`config.mk`:
```
export PLATFORM = sky130hd
export DESIGN_NAME = dmem_arbiter_flat
export DESIGN_NICKNAME = d
export VERILOG_FILES = /design/src/rtl/dmem_arbiter_if.sv /design/src/rtl/dmem_arbiter.sv /design/src/flat_wrapper.sv
export SDC_FILE = /design/constraint.sdc
export NUM_CORES = 1
export LEC_CHECK = 0
export BUFFER_PORTS_ARGS = -buffer_cell sky130_fd_sc_hd__clkbuf_2
export CAP_MARGIN = 20
export CORE_AREA = 2 2 121 123
export DETAILED_ROUTE_END_ITERATION = 7
export DIE_AREA = 0 0 123 125
export REMOVE_ABC_BUFFERS = 1
export SLEW_MARGIN = 20
export SYNTH_ARGS = -nofsm -noshare
export SYNTH_HDL_FRONTEND = slang
export SYNTH_SLANG_ARGS = --single-unit
export TNS_END_PERCENT = 5
```
`constraint.sdc`:
```
create_clock -name clk -period 5.5 [get_ports clk]
set_clock_uncertainty 0.05 [all_clocks]
set_input_delay 0.275 -clock clk [delete_from_list [all_inputs] [get_ports clk]]
set_output_delay 0.275 -clock clk [all_outputs]
set_load 0.02 [all_outputs]
```
`src/rtl/dmem_arbiter_if.sv`:
```
// dmem_arbiter_if: request/response bundle for both requester ports plus the shared data-memory side.
interface dmem_arbiter_if;
  logic        p0_valid;
  logic        p0_ready;
  logic [31:0] p0_addr;
  logic [31:0] p0_wdata;
  logic [3:0]  p0_we;
  logic        p0_rvalid;
  logic [31:0] p0_rdata;
  logic        p1_valid;
  logic        p1_ready;
  logic [31:0] p1_addr;
  logic [31:0] p1_wdata;
  logic [3:0]  p1_we;
  logic        p1_rvalid;
  logic [31:0] p1_rdata;
  logic [31:0] mem_addr;
  logic [31:0] mem_d;
  logic [3:0]  mem_we;
  logic [31:0] mem_q;
  modport master (
    output p0_valid, p0_addr, p0_wdata, p0_we, p1_valid, p1_addr, p1_wdata, p1_we, mem_q,
    input  p0_ready, p0_rvalid, p0_rdata, p1_ready, p1_rvalid, p1_rdata, mem_addr, mem_d, mem_we
  );
  modport slave (
    input  p0_valid, p0_addr, p0_wdata, p0_we, p1_valid, p1_addr, p1_wdata, p1_we, mem_q,
    output p0_ready, p0_rvalid, p0_rdata, p1_ready, p1_rvalid, p1_rdata, mem_addr, mem_d, mem_we
  );
endinterface

```
`src/rtl/dmem_arbiter.sv`:
```
// dmem_arbiter: shares one single-port data memory between CPU (port 0) and DMA/debug (port 1).
// Define DMEM_ARB_RR_EN for round-robin instead of fixed port-0 priority.
module dmem_arbiter #(
  parameter int STARVE_LIMIT = 8,
  parameter int CNT_W = 8
) (
  input logic clk,
  input logic rst,
  dmem_arbiter_if.slave bus
);
  localparam logic [CNT_W-1:0] LIM = CNT_W'(STARVE_LIMIT);
  logic g0, g1, force0, force1, resp_pend, resp_port;
  logic [CNT_W-1:0] wait_cnt0, wait_cnt1;
`ifdef DMEM_ARB_RR_EN
  logic rr_ptr;
`endif
  always_comb begin
    force0 = wait_cnt0 == LIM;
    force1 = wait_cnt1 == LIM;
`ifdef DMEM_ARB_RR_EN
    g1 = !rst && bus.p1_valid && (!bus.p0_valid || (!force0 && (force1 || rr_ptr)));
`else
    g1 = !rst && bus.p1_valid && (!bus.p0_valid || (!force0 && force1));
`endif
    g0 = !rst && bus.p0_valid && !g1;
  end
  assign bus.p0_ready  = g0;
  assign bus.p1_ready  = g1;
  assign bus.mem_addr  = g0 ? bus.p0_addr  : g1 ? bus.p1_addr  : '0;
  assign bus.mem_d     = g0 ? bus.p0_wdata : g1 ? bus.p1_wdata : '0;
  assign bus.mem_we    = g0 ? bus.p0_we    : g1 ? bus.p1_we    : '0;
  assign bus.p0_rvalid = resp_pend && !resp_port;
  assign bus.p1_rvalid = resp_pend && resp_port;
  assign bus.p0_rdata  = bus.p0_rvalid ? bus.mem_q : '0;
  assign bus.p1_rdata  = bus.p1_rvalid ? bus.mem_q : '0;
  // A counter only ages while its port is actively being refused.
  always_ff @(posedge clk or posedge rst)
    if (rst) begin
      resp_pend <= 1'b0;
      resp_port <= 1'b0;
      wait_cnt0 <= '0;
      wait_cnt1 <= '0;
    end else begin
      resp_pend <= g0 || g1;
      resp_port <= g1;
      wait_cnt0 <= (!bus.p0_valid || g0) ? '0 : force0 ? LIM : wait_cnt0 + 1'b1;
      wait_cnt1 <= (!bus.p1_valid || g1) ? '0 : force1 ? LIM : wait_cnt1 + 1'b1;
    end
`ifdef DMEM_ARB_RR_EN
  always_ff @(posedge clk or posedge rst)
    if (rst) rr_ptr <= 1'b0;
    else if (bus.p0_valid && bus.p1_valid) rr_ptr <= g0;
`endif
endmodule

```
`src/flat_wrapper.sv`:
```
// flat-port wrapper written by rule: the top's interface ports become plain ports
module dmem_arbiter_flat 
#(
  parameter int STARVE_LIMIT = 8,
  parameter int CNT_W = 8
)
  (clk, rst, bus_p0_valid, bus_p0_addr, bus_p0_wdata, bus_p0_we, bus_p1_valid, bus_p1_addr, bus_p1_wdata, bus_p1_we, bus_mem_q, bus_p0_ready, bus_p0_rvalid, bus_p0_rdata, bus_p1_ready, bus_p1_rvalid, bus_p1_rdata, bus_mem_addr, bus_mem_d, bus_mem_we);
  dmem_arbiter_if bus_i ();
  input logic clk;
  input logic rst;
  input wire logic [$bits(bus_i.p0_valid)-1:0] bus_p0_valid;
  input wire logic [$bits(bus_i.p0_addr)-1:0] bus_p0_addr;
  input wire logic [$bits(bus_i.p0_wdata)-1:0] bus_p0_wdata;
  input wire logic [$bits(bus_i.p0_we)-1:0] bus_p0_we;
  input wire logic [$bits(bus_i.p1_valid)-1:0] bus_p1_valid;
  input wire logic [$bits(bus_i.p1_addr)-1:0] bus_p1_addr;
  input wire logic [$bits(bus_i.p1_wdata)-1:0] bus_p1_wdata;
  input wire logic [$bits(bus_i.p1_we)-1:0] bus_p1_we;
  input wire logic [$bits(bus_i.mem_q)-1:0] bus_mem_q;
  output wire logic [$bits(bus_i.p0_ready)-1:0] bus_p0_ready;
  output wire logic [$bits(bus_i.p0_rvalid)-1:0] bus_p0_rvalid;
  output wire logic [$bits(bus_i.p0_rdata)-1:0] bus_p0_rdata;
  output wire logic [$bits(bus_i.p1_ready)-1:0] bus_p1_ready;
  output wire logic [$bits(bus_i.p1_rvalid)-1:0] bus_p1_rvalid;
  output wire logic [$bits(bus_i.p1_rdata)-1:0] bus_p1_rdata;
  output wire logic [$bits(bus_i.mem_addr)-1:0] bus_mem_addr;
  output wire logic [$bits(bus_i.mem_d)-1:0] bus_mem_d;
  output wire logic [$bits(bus_i.mem_we)-1:0] bus_mem_we;
  assign bus_i.p0_valid = bus_p0_valid;
  assign bus_i.p0_addr = bus_p0_addr;
  assign bus_i.p0_wdata = bus_p0_wdata;
  assign bus_i.p0_we = bus_p0_we;
  assign bus_i.p1_valid = bus_p1_valid;
  assign bus_i.p1_addr = bus_p1_addr;
  assign bus_i.p1_wdata = bus_p1_wdata;
  assign bus_i.p1_we = bus_p1_we;
  assign bus_i.mem_q = bus_mem_q;
  assign bus_p0_ready = bus_i.p0_ready;
  assign bus_p0_rvalid = bus_i.p0_rvalid;
  assign bus_p0_rdata = bus_i.p0_rdata;
  assign bus_p1_ready = bus_i.p1_ready;
  assign bus_p1_rvalid = bus_i.p1_rvalid;
  assign bus_p1_rdata = bus_i.p1_rdata;
  assign bus_mem_addr = bus_i.mem_addr;
  assign bus_mem_d = bus_i.mem_d;
  assign bus_mem_we = bus_i.mem_we;
  dmem_arbiter #(.STARVE_LIMIT(STARVE_LIMIT), .CNT_W(CNT_W)) u_core (.clk(clk), .rst(rst), .bus(bus_i));
endmodule
```
# Yosys cells after proc, flatten, opt, wreduce, memory -nomap -nowiden
# Index checks and enable logic that the tools add are counted.
[word_totals]
out_inout_bits = 136
regBits = 18
mem_bits_rw = 0
mem_count = 0
latchBits = 0
rom_bits = 0
word_cells = 37
input_bits = 172
[classes]
reduce_logical = 17
muxes = 12
multipliers = 0
shifts = 0
eq_ne = 2
order_cmp = 0
add_sub_neg = 2
n_bitwise = 0
div_mod_pow = 0
[ops]
columns = ["operator", "count"]
rows = [
  ["32-bit 2-to-1 mux", 6],
  ["8-bit 2-to-1 mux", 4],
  ["8-bit by 1-bit adder with 8-bit output (second input constant)", 2],
  ["8-bit by 4-bit equality test with 1-bit output (second input constant)", 2],
  ["4-bit 2-to-1 mux", 2],
  ["1-bit logical AND", 7],
  ["1-bit zero test", 6],
  ["1-bit logical OR", 4],
]

# Depth between registers and ports, before layout
# Gate-level depths: netlist (run 1).
[logic_depth]
ltp_word = 9
depth_mapped = 9
depth_no_buf = 6

# Least setup slack after synthesis (run 1)
# OpenSTA, ideal clock, no wires.
[synth_path]
path_type = "reg2out"
start = "register u_core.wait_cnt1[4]"
end = "output bus_mem_addr[22]"
t_required_ns = 5.175
n_path_buf = 1
path_slack_ns = 3.036
t_arrival_ns = 2.139
path_stages_with_launch = 6
path_cell_list = "dfrtp_1 or4_4 a211oi_4 o21ai_2 clkbuf_1 o32ai_1"
[synth_via]
elab_chain_cells = 7
elab_cells_between_ends = 8
cone_classes = "1 x eq/ne; 2 x mux; 5 x reduce/logical"
[synth_rtl]
columns = ["item", "line", "rtl"]
rows = [
  ["from (decl)", "dmem_arbiter.sv:13", "logic [CNT_W-1:0] wait_cnt0, wait_cnt1;"],
  ["from (signal assigned)", "dmem_arbiter.sv:47", "wait_cnt1 <= (!bus.p1_valid || g1) ? '0 : force1 ? LIM : wait_cnt1 + 1'b1;"],
  ["8-bit by 4-bit equality test with 1-bit output *", "dmem_arbiter.sv:19", "force1 = wait_cnt1 == LIM;"],
  ["1-bit logical AND *", "dmem_arbiter.sv:23", "g1 = !rst && bus.p1_valid && (!bus.p0_valid || (!force0 && force1));"],
  ["1-bit logical OR *", "dmem_arbiter.sv:23", ""],
  ["1-bit logical AND *", "dmem_arbiter.sv:23", ""],
  ["1-bit zero test", "dmem_arbiter.sv:25", "g0 = !rst && bus.p0_valid && !g1;"],
  ["1-bit logical AND", "dmem_arbiter.sv:25", ""],
  ["32-bit 2-to-1 mux *", "dmem_arbiter.sv:29", "assign bus.mem_addr = g0 ? bus.p0_addr : g1 ? bus.p1_addr : '0;"],
  ["to (decl)", "flat_wrapper.sv:26", "output wire logic [$bits(bus_i.mem_addr)-1:0] bus_mem_addr;"],
]
# Every way passes the cells marked *; elsewhere a longest branch is shown, timed or not.

# Worst setup path after layout (run 1)
[layout_path]
start = "register u_core.wait_cnt1[4]"
end = "output bus_mem_addr[0]"
# Same word-level chain as after synthesis.

==> run summary, run 1 <==
Antenna Nets Post-Route = 0
worst reg-to-reg path cell count = 4
dpl cells = 856
# diodes = 0
Mapped Avg Cell Area = 6.71 sq um
layout cell share with drive strength beyond 1 = 49.3%
clock slew at reported path FFs = 0.05 ns
DP Wirelength = 9440 microns
Reg2Reg Launch Point = u_core.wait_cnt0[5]
Via-to-Cell Ratio = 4.45
filler cell count = 1575
total CTS buffers = 3
beginning of the worst hold path = bus_p1_valid
first-pass GRT wire length = 17500 microns
Hold Vio Cnt, Final = 0
worst hold path class = input pin to register
DRT iter0 DRCs = 165
Comb pwr share = 49.4%
Post CTS Setup Buffer Count = 0
site row count = 44
RSZ-0062 raised after global routing = no
detailed-route via count = 3824
Pint = 360 uW
min Tclk post-route = 3.45 ns
Final Non-Filler Cells = 860
worst slew pin tran = 0.948 ns
Leak = 0.00273 uW
GRT Util Overall = 14.0%
CP Data Required Time = 5.18 ns
Power Density = 133 mW/mm^2
Nets = 853
register area share after synthesis = 16.9%
post-synthesis adder-cell area fraction = 1.88%
largest net degree at the start of global routing = 62
mux share of post-synthesis cell area = 0%
status = complete, no violations
hold depth = 2
Routed WL per cell = 13.7 microns
GPL Wtd Cong = 0.885
Max rail drop VDD = 0.114 mV
Slew Viols, Final = 0
drt pass-1 iters = 4
Die Y = 125 microns
initial antenna violation count = 0
Synth Area in Simple Gates = 32.0%
final WL = 11800 microns
Yosys cell types = 31
commonest non-fill, non-tap cells in the layout = clkbuf_2 (307), inv_1 (76), nand2_1 (69), o32ai_1 (58), and3_1 (36)
most common cell after layout, fill and taps aside = clkbuf_2
Setup TNS = 0 ns
IO buf count = 307
htree depth = 1
# DRC = 0
final period utilization = 62.8%
Max Cap Viol = 0
die width = 123 microns
setup slack, reg-to-reg = 3.58 ns
CTS tree = done
clock power share = 26.8%
CTS sink cnt = 18
Layout area overhead = 65.4%
Starting Density = 18.8%
fmax = 290 MHz
Clk Tree Root Cell = clkbuf_16
critical path peak fanout = 41
grt ovf = 0
worst hold endpoint = u_core.wait_cnt1[3]
Worst setup EP type = primary output
final setup fails = 0
Yosys warnings = 0
main combinational cell family by area after synthesis = simple AND/OR/NAND/NOR gates
Sw Share = 38.7%
worst skew pair latency = 0.25 ns
Mapped Area = 0.00267 sq mm
Switch Pwr = 227 uW
Core ar. = 0.0142 sq mm
vias in the first global route = 3465
Seq cells post-synth = 18
critical path data arrival time = 3.13 ns
critical path class = register to primary output
Rel. slew slack = 36.7%
Clock Path Buffers = 2
IO Pins = 308
# hold bufs at CTS = 0
post_cts resized = 0
Sequential Power Share = 23.8%
startpoint class of the critical path = register
die area = 0.0154 sq mm
Compound-Gate Fraction of Synth Area = 27.9%
reg2reg end = u_core.resp_port
Synth Instances = 397
post-synthesis xor/xnor area fraction = 3.94%
[logic make-up after synthesis]
logic type	Yosys count
fa+ha+maj	4
simple gates	171
buf+inv	116
compound gates	76
flops	18
xor+xnor	12
[cell type report]
type | instances | area (sq um) | area share [%]
Sequential cell | 18 | 450 | 10.2
Inverter | 77 | 289 | 6.56
Tap cell | 184 | 230 | 5.22
Timing Repair Buffer | 314 | 1590 | 36.0
Multi-Input combinational cell | 263 | 1760 | 39.9
Clock buffer | 4 | 88.8 | 2.02
[cell usage after synthesis (all sizes together)]
cell    count  area [sq um]
nor2b       1          6.26
xnor2       3          26.3
o211a       1          10.0
and3b       1          8.76
and2       34           213
nand4       1          6.26
nor3        2          10.0
o32ai      68           671
ha          4          50.1
a21oi       2          10.0
a21o        1          7.51
nand3       8          40.0
or4         1          11.3
buf        10          65.1
a211oi      1          20.0
nor2       16          60.1
nand2      69           259
clkbuf     29           109
o31ai       1          7.51
and3       36           225
clkinv      1          3.75
dfrtp      18           450
o21ai       1          8.76
o221ai      1          8.76
nor4        1          6.26
nand3b      1          7.51
xor2        9          78.8
inv        76           285
[critical path, stage by stage (launching register included)]
cell	delay, ns
dfrtp_1	0.42
or4_4	0.59
a211oi_4	0.33
a21o_2	0.70
buf_4	0.46
o32ai_1	0.17
clkbuf_2	0.19
[worst max path at each step]
stage,start,endpoint,depth (start not counted)
2_1_floorplan,u_core.wait_cnt0[5],bus_mem_addr[0],4
3_3_place_gp,u_core.wait_cnt1[4],bus_mem_d[28],6
3_5_place_dp,u_core.wait_cnt1[4],bus_mem_addr[0],6
5_1_grt,u_core.wait_cnt1[4],bus_mem_addr[0],6
4_1_cts,u_core.wait_cnt1[4],bus_mem_addr[0],6
6_report,u_core.wait_cnt1[4],bus_mem_addr[0],6
[flip-flops by register name, summed over array words and instances, names as in the netlist]
register	cells
u_core.wait_cnt0	8
u_core.wait_cnt1	8
u_core.resp_pend	1
u_core.resp_port	1
[per-layer routing]
metal / track usage [%] / share of wire [%] / wire, microns / vias up
met5: 0 / 0 / 0 / -
li1: - / - / - / 1914
met3: 1.87 / 9.5 / 1110 / 4
met1: 17.0 / 39 / 4570 / 1712
met2: 26.7 / 51 / 6040 / 194
met4: 1.47 / 0.35 / 41 / 0
[power groups by stage]
| stage | clock network [uW] | registers (uW) | logic, uW |
|---|---|---|---|
| finish | 157 | 140 | 290 |
| global placement | 0 | 142 | 291 |
| floorplan | 0 | 142 | 149 |
| global route | 167 | 140 | 319 |
| detailed placement | 0 | 142 | 292 |
| CTS | 161 | 140 | 293 |
[through the flow]
step	instance area (sq um)	hold WS [ns]	total power, uW	util, %	worst slack (ns)
after floorplan	2490	0.288	291	-	2.17
after global placement	4320	0.427	433	30.4	2.33
after detailed placement	4320	0.438	434	30.4	2.25
after CTS	4410	0.318	594	31.0	1.99
after global routing	4410	0.339	626	31.0	1.85
final	4410	0.309	587	31.0	2.05
(Power assumes the default switching activity.)
==> run 2, diff against run 1 <==
clock period = 2.77 ns   (was 5.5 ns; I/O delays follow)
==> run 2 against run 1 <==
Via count fell by 0.16%. First-iteration DRC count is 28% higher. Critical endpoint is now bus_mem_d[0]. Design area rose by 2.4%. Critical path type unchanged. Sequential cell count unchanged.
==> run summary, run 2 (same netlist as run 1, synthesis figures left out) <==
Via-to-Cell Ratio = 4.42
final period utilization = 96.1%
Critical-path top delay cell = or4_4
grt ovf = 0
clock power share = 26.9%
Worst setup EP type = primary output
crit-path cells = or4_4 -> a211oi_4 -> o21ai_4 -> buf_12 -> o32ai_1 -> buf_2
RSZ-0062 raised after global routing = no
DRT iter0 DRCs = 211
startpoint class of the critical path = register
Clock Path Buffers = 2
IO buf count = 307
GPL Wtd Cong = 0.817
WP buf/inv = 2
total power = 1190 uW
IO Pins = 308
Starting Density = 18.8%
final setup fails = 0
# DRC = 0
# diodes = 0
largest net degree at the start of global routing = 75
Sequential Power Share = 23.3%
Power Density = 264 mW/mm^2
setup slack, reg-to-reg = 0.80 ns
first-pass GRT wire length = 17700 microns
Layout area overhead = 69.3%
critical path class = register to primary output
htree depth = 1
Slew Viols, Final = 0
Top Layer Used = met4
most common cell after layout, fill and taps aside = clkbuf_2
smallest hold slack = 0.180 ns
delay-heaviest family, CP = compound AO/OA/AOI/OAI gates
Hold Vio Cnt, Final = 0
met3 WL = 949 microns
initial antenna violation count = 0
GRT Util Overall = 14.0%
drt pass-1 iters = 5
filler cell count = 1567
worst slew pin tran = 0.608 ns
Routed WL per cell = 13.8 microns
Largest regs = u_core.wait_cnt0 (8), u_core.wait_cnt1 (8)
Rel. slew slack = 59.5%
CTS sink cnt = 18
min Tclk post-route = 2.66 ns
CTS tree = done
Comb pwr share = 49.8%
Sw Share = 38.8%
Nets = 857
commonest non-fill, non-tap cells in the layout = clkbuf_2 (304), inv_1 (76), nand2_1 (69), o32ai_1 (57), and3_1 (36)
vias in the first global route = 3512
worst skew pair latency = 0.25 ns
Max Cap Viol = 0
worst hold path class = input pin to register
M1 wire length = 4890 microns
Leak = 0.00277 uW
DP Wirelength = 9310 microns
final WL = 11900 microns
clock slew at reported path FFs = 0.05 ns
site row count = 44
Detail Route met2 WL = 6010 microns
Clk Tree Root Cell = clkbuf_16
Antenna Nets Post-Route = 0
detailed-route via count = 3818
CP Data Required Time = 2.58 ns
Switch Pwr = 462 uW
die area = 0.0154 sq mm
Max rail drop VDD = 0.179 mV
CP peak stage delay = 0.59 ns
critical path data arrival time = 2.47 ns
Pint = 728 uW
status = complete, no violations
critical path peak fanout = 47
Die Y = 125 microns
total CTS buffers = 3
layout cell share with drive strength beyond 1 = 49.7%
fmax = 376 MHz
Core ar. = 0.0142 sq mm
die width = 123 microns
Post CTS Setup Buffer Count = 0
-- run 2: cell types whose count changed in the layout (fill, tap and decap cells not counted) --
cell,previous run,this run
buf_12,0,5
buf_2,0,3
clkbuf_2,307,304
buf_4,7,5
dfrtp_1,18,17
dfrtp_2,0,1
dlygate4sd3_1,0,1
o32ai_1,58,57
o32ai_2,10,11
-- run 2: timing repair --
item | CTS | global route
endpoints found under the setup margin | 0 | 18
hold buffers | 1 | 0
endpoints found under the hold margin | 18 | 0
resized for setup | 0 | 5
-- run 2: path summary, 6_finish.rpt --
check                               startpoint                  end  cells past startpoint
min                               bus_p1_valid  u_core.wait_cnt1[3]                      2
max reg2reg                u_core.wait_cnt1[4]     u_core.resp_port                      5
max in group asynchronous                  rst  u_core.wait_cnt0[0]                      3
min in group asynchronous                  rst  u_core.wait_cnt1[3]                      3
min reg2reg                u_core.wait_cnt1[0]  u_core.wait_cnt1[0]                      1
max                        u_core.wait_cnt1[4]         bus_mem_d[0]                      6
-- run 2: worst register-to-register path, stage by stage, from the launching register on --
cell and delay [ns]:
dfrtp_1 0.42, or4_4 0.59, a211oi_4 0.28, o21ai_4 0.18, buf_12 0.19, nor2_1 0.18
-- run 2: cell type report --
type	count	area, sq um	share of cell area [%]
multi-input cells	263	1770	39.2
clock buffers	4	88.8	1.97
inverters	77	289	6.41
well taps	184	230	5.10
repair buffers	318	1680	37.3
flip-flops and latches	18	452	10.0
-- run 2: power groups by stage --
stage	sequential, uW	combinational (uW)	clock (uW)
floorplan	282	295	0
global placement	281	592	0
detailed placement	282	593	0
CTS	277	596	330
global route	279	650	339
finish	277	592	320
-- run 2: per-layer routing --
layer  up-vias  track usage, %
met4         0            1.67
met2       198            25.7
met1      1693            17.8
li1       1919               -
met5         -               0
met3         8            1.64
-- run 2: stage by stage --
step	TNS [ns]	worst slack [ns]	instance area (sq um)	std cells	utilization (%)
4_1_cts	0	0.0362	4500	864	31.7
3_3_place_gp	0	0.306	4400	859	31.0
5_1_grt	0	0.0121	4510	864	31.8
3_5_place_dp	0	0.319	4400	859	31.0
2_1_floorplan	-28.67	-0.525	2490	358	-
6_report	0	0.109	4510	864	31.8
==> run 3, diff against run 2 <==
clock period = 3.4 ns   (was 2.77 ns; I/O delays follow)
==> run 3 against run 2 <==
The run now ends with negative hold slack left. Die area did not move. Critical path depth did not move. Highest routed layer unchanged. Sequential power fell by 19%.
==> run summary, run 3 (same netlist as run 1, synthesis figures left out) <==
CP peak stage delay = 0.58 ns
die width = 123 microns
DRT iter0 DRCs = 207
crit-path cells = or4_4 -> a211oi_4 -> o21ai_4 -> buf_4 -> o32ai_1 -> clkbuf_2
GPL Wtd Cong = 0.838
worst hold path class = input pin to asynchronous set/reset pin
drt pass-1 iters = 5
largest net degree at the start of global routing = 88
DP Wirelength = 9210 microns
Post CTS Setup Buffer Count = 0
Clock Path Buffers = 2
IO buf count = 307
Antenna Nets Post-Route = 0
Die Y = 125 microns
# DRC = 0
# hold bufs at CTS = 0
worst slew pin tran = 0.665 ns
IO Pins = 308
die area = 0.0154 sq mm
Sw Share = 39.1%
Comb pwr share = 49.8%
critical path data arrival time = 2.55 ns
WP buf/inv = 2
Hold Vio Cnt, Final = 18
Largest regs = u_core.wait_cnt0 (8), u_core.wait_cnt1 (8)
delay-heaviest family, CP = compound AO/OA/AOI/OAI gates
final setup fails = 0
Leak = 0.00275 uW
initial antenna violation count = 0
GRT Util Overall = 13.8%
fmax = 362 MHz
site row count = 44
vias in the first global route = 3468
Rel. slew slack = 55.2%
Setup TNS = 0 ns
htree depth = 1
min Tclk post-route = 2.77 ns
failing checks = negative hold slack
most common cell after layout, fill and taps aside = clkbuf_2
Max rail drop VDD = 0.150 mV
Via-to-Cell Ratio = 4.47
post_cts resized = 0
pre-CTS WS = 0.907 ns
CP Data Required Time = 3.18 ns
Power Density = 217 mW/mm^2
Routed WL per cell = 13.7 microns
RSZ-0062 raised after global routing = no
multi-input logic area = 0.00176 sq mm
# diodes = 0
total CTS buffers = 3
Starting Density = 18.8%
sequential cell area = 450 sq um
Slew Viols, Final = 0
detailed-route via count = 3854
Worst setup EP type = primary output
Clk Tree Root Cell = clkbuf_16
clock slew at reported path FFs = 0.05 ns
critical path class = register to primary output
setup slack after layout = 0.634 ns
first-pass GRT wire length = 17500 microns
Sequential Power Share = 23.1%
Pint = 587 uW
Nets = 855
status = complete, but fails checks
startpoint class of the critical path = register
Core ar. = 0.0142 sq mm
commonest non-fill, non-tap cells in the layout = clkbuf_2 (307), inv_1 (76), nand2_1 (69), o32ai_1 (58), and3_1 (36)
Max Cap Viol = 0
final WL = 11800 microns
Layout area overhead = 66.9%
layout cell share with drive strength beyond 1 = 49.4%
CTS tree = done
clock power share = 27.1%
worst skew pair latency = 0.25 ns
critical path peak fanout = 36
grt ovf = 0
CTS sink cnt = 18
smallest hold slack = -0.00910 ns
filler cell count = 1568
Critical-path top delay cell = or4_4
Switch Pwr = 377 uW
final period utilization = 81.3%
total power = 964 uW
[run 3: cell types whose count changed in the layout (fill, tap and decap cells not counted), sizes merged]
cell         change
buf              -4
clkbuf           +3
dlygate4sd3      -1
[run 3: final timing paths]
path,slack (ns),cells past startpoint,from,to
max,0.63,6,u_core.wait_cnt1[4],bus_mem_addr[22]
min,-0.009,3,rst,u_core.wait_cnt1[7]
max reg2reg,1.30,5,u_core.wait_cnt0[5],u_core.resp_port
min reg2reg,0.45,1,u_core.wait_cnt1[0],u_core.wait_cnt1[0]
max in group asynchronous,3.03,3,rst,u_core.wait_cnt1[4]
min in group clk,0.20,2,bus_p1_valid,u_core.wait_cnt1[3]
[run 3: metal layers]
| layer | routed length [microns] | vias to the layer above | track usage, % |
|---|---|---|---|
| met5 | 0 | - | 0 |
| met4 | 59 | 0 | 1.47 |
| met3 | 1020 | 7 | 1.73 |
| met2 | 5690 | 202 | 24.6 |
| met1 | 5040 | 1729 | 18.3 |
| li1 | - | 1916 | - |
[run 3: power groups by stage]
stage	combinational [uW]	sequential (uW)	clock, uW
after floorplan	241	230	0
after global placement	480	226	0
after detailed placement	481	226	0
after CTS	484	223	268
after global routing	525	223	275
final	480	223	261
[run 3: final cells by class]
class	count	share of cell area, %
clock buffers	4	2.00
flip-flops and latches	18	10.1
multi-input cells	263	39.6
inverters	77	6.50
well taps	184	5.18
repair buffers	316	36.6
[run 3: worst reg2reg max path, delay by kind of cell, from the launching register on]
kind / cells / cell delay (ns)
flip-flops: 1 / 0.41
AND/OR/NAND/NOR: 2 / 0.77
buffers and inverters: 1 / 0.38
AO/OA/AOI/OAI: 2 / 0.34
[run 3: stage by stage]
stage,hold slack [ns],util (%),std cells,area [sq um]
2_1_floorplan,0.183,-,358,2490
3_3_place_gp,0.266,30.7,858,4360
3_5_place_dp,0.268,30.7,858,4360
4_1_cts,0.00100,31.3,862,4450
5_1_grt,0.0136,31.3,862,4450
6_report,-0.00910,31.3,862,4450
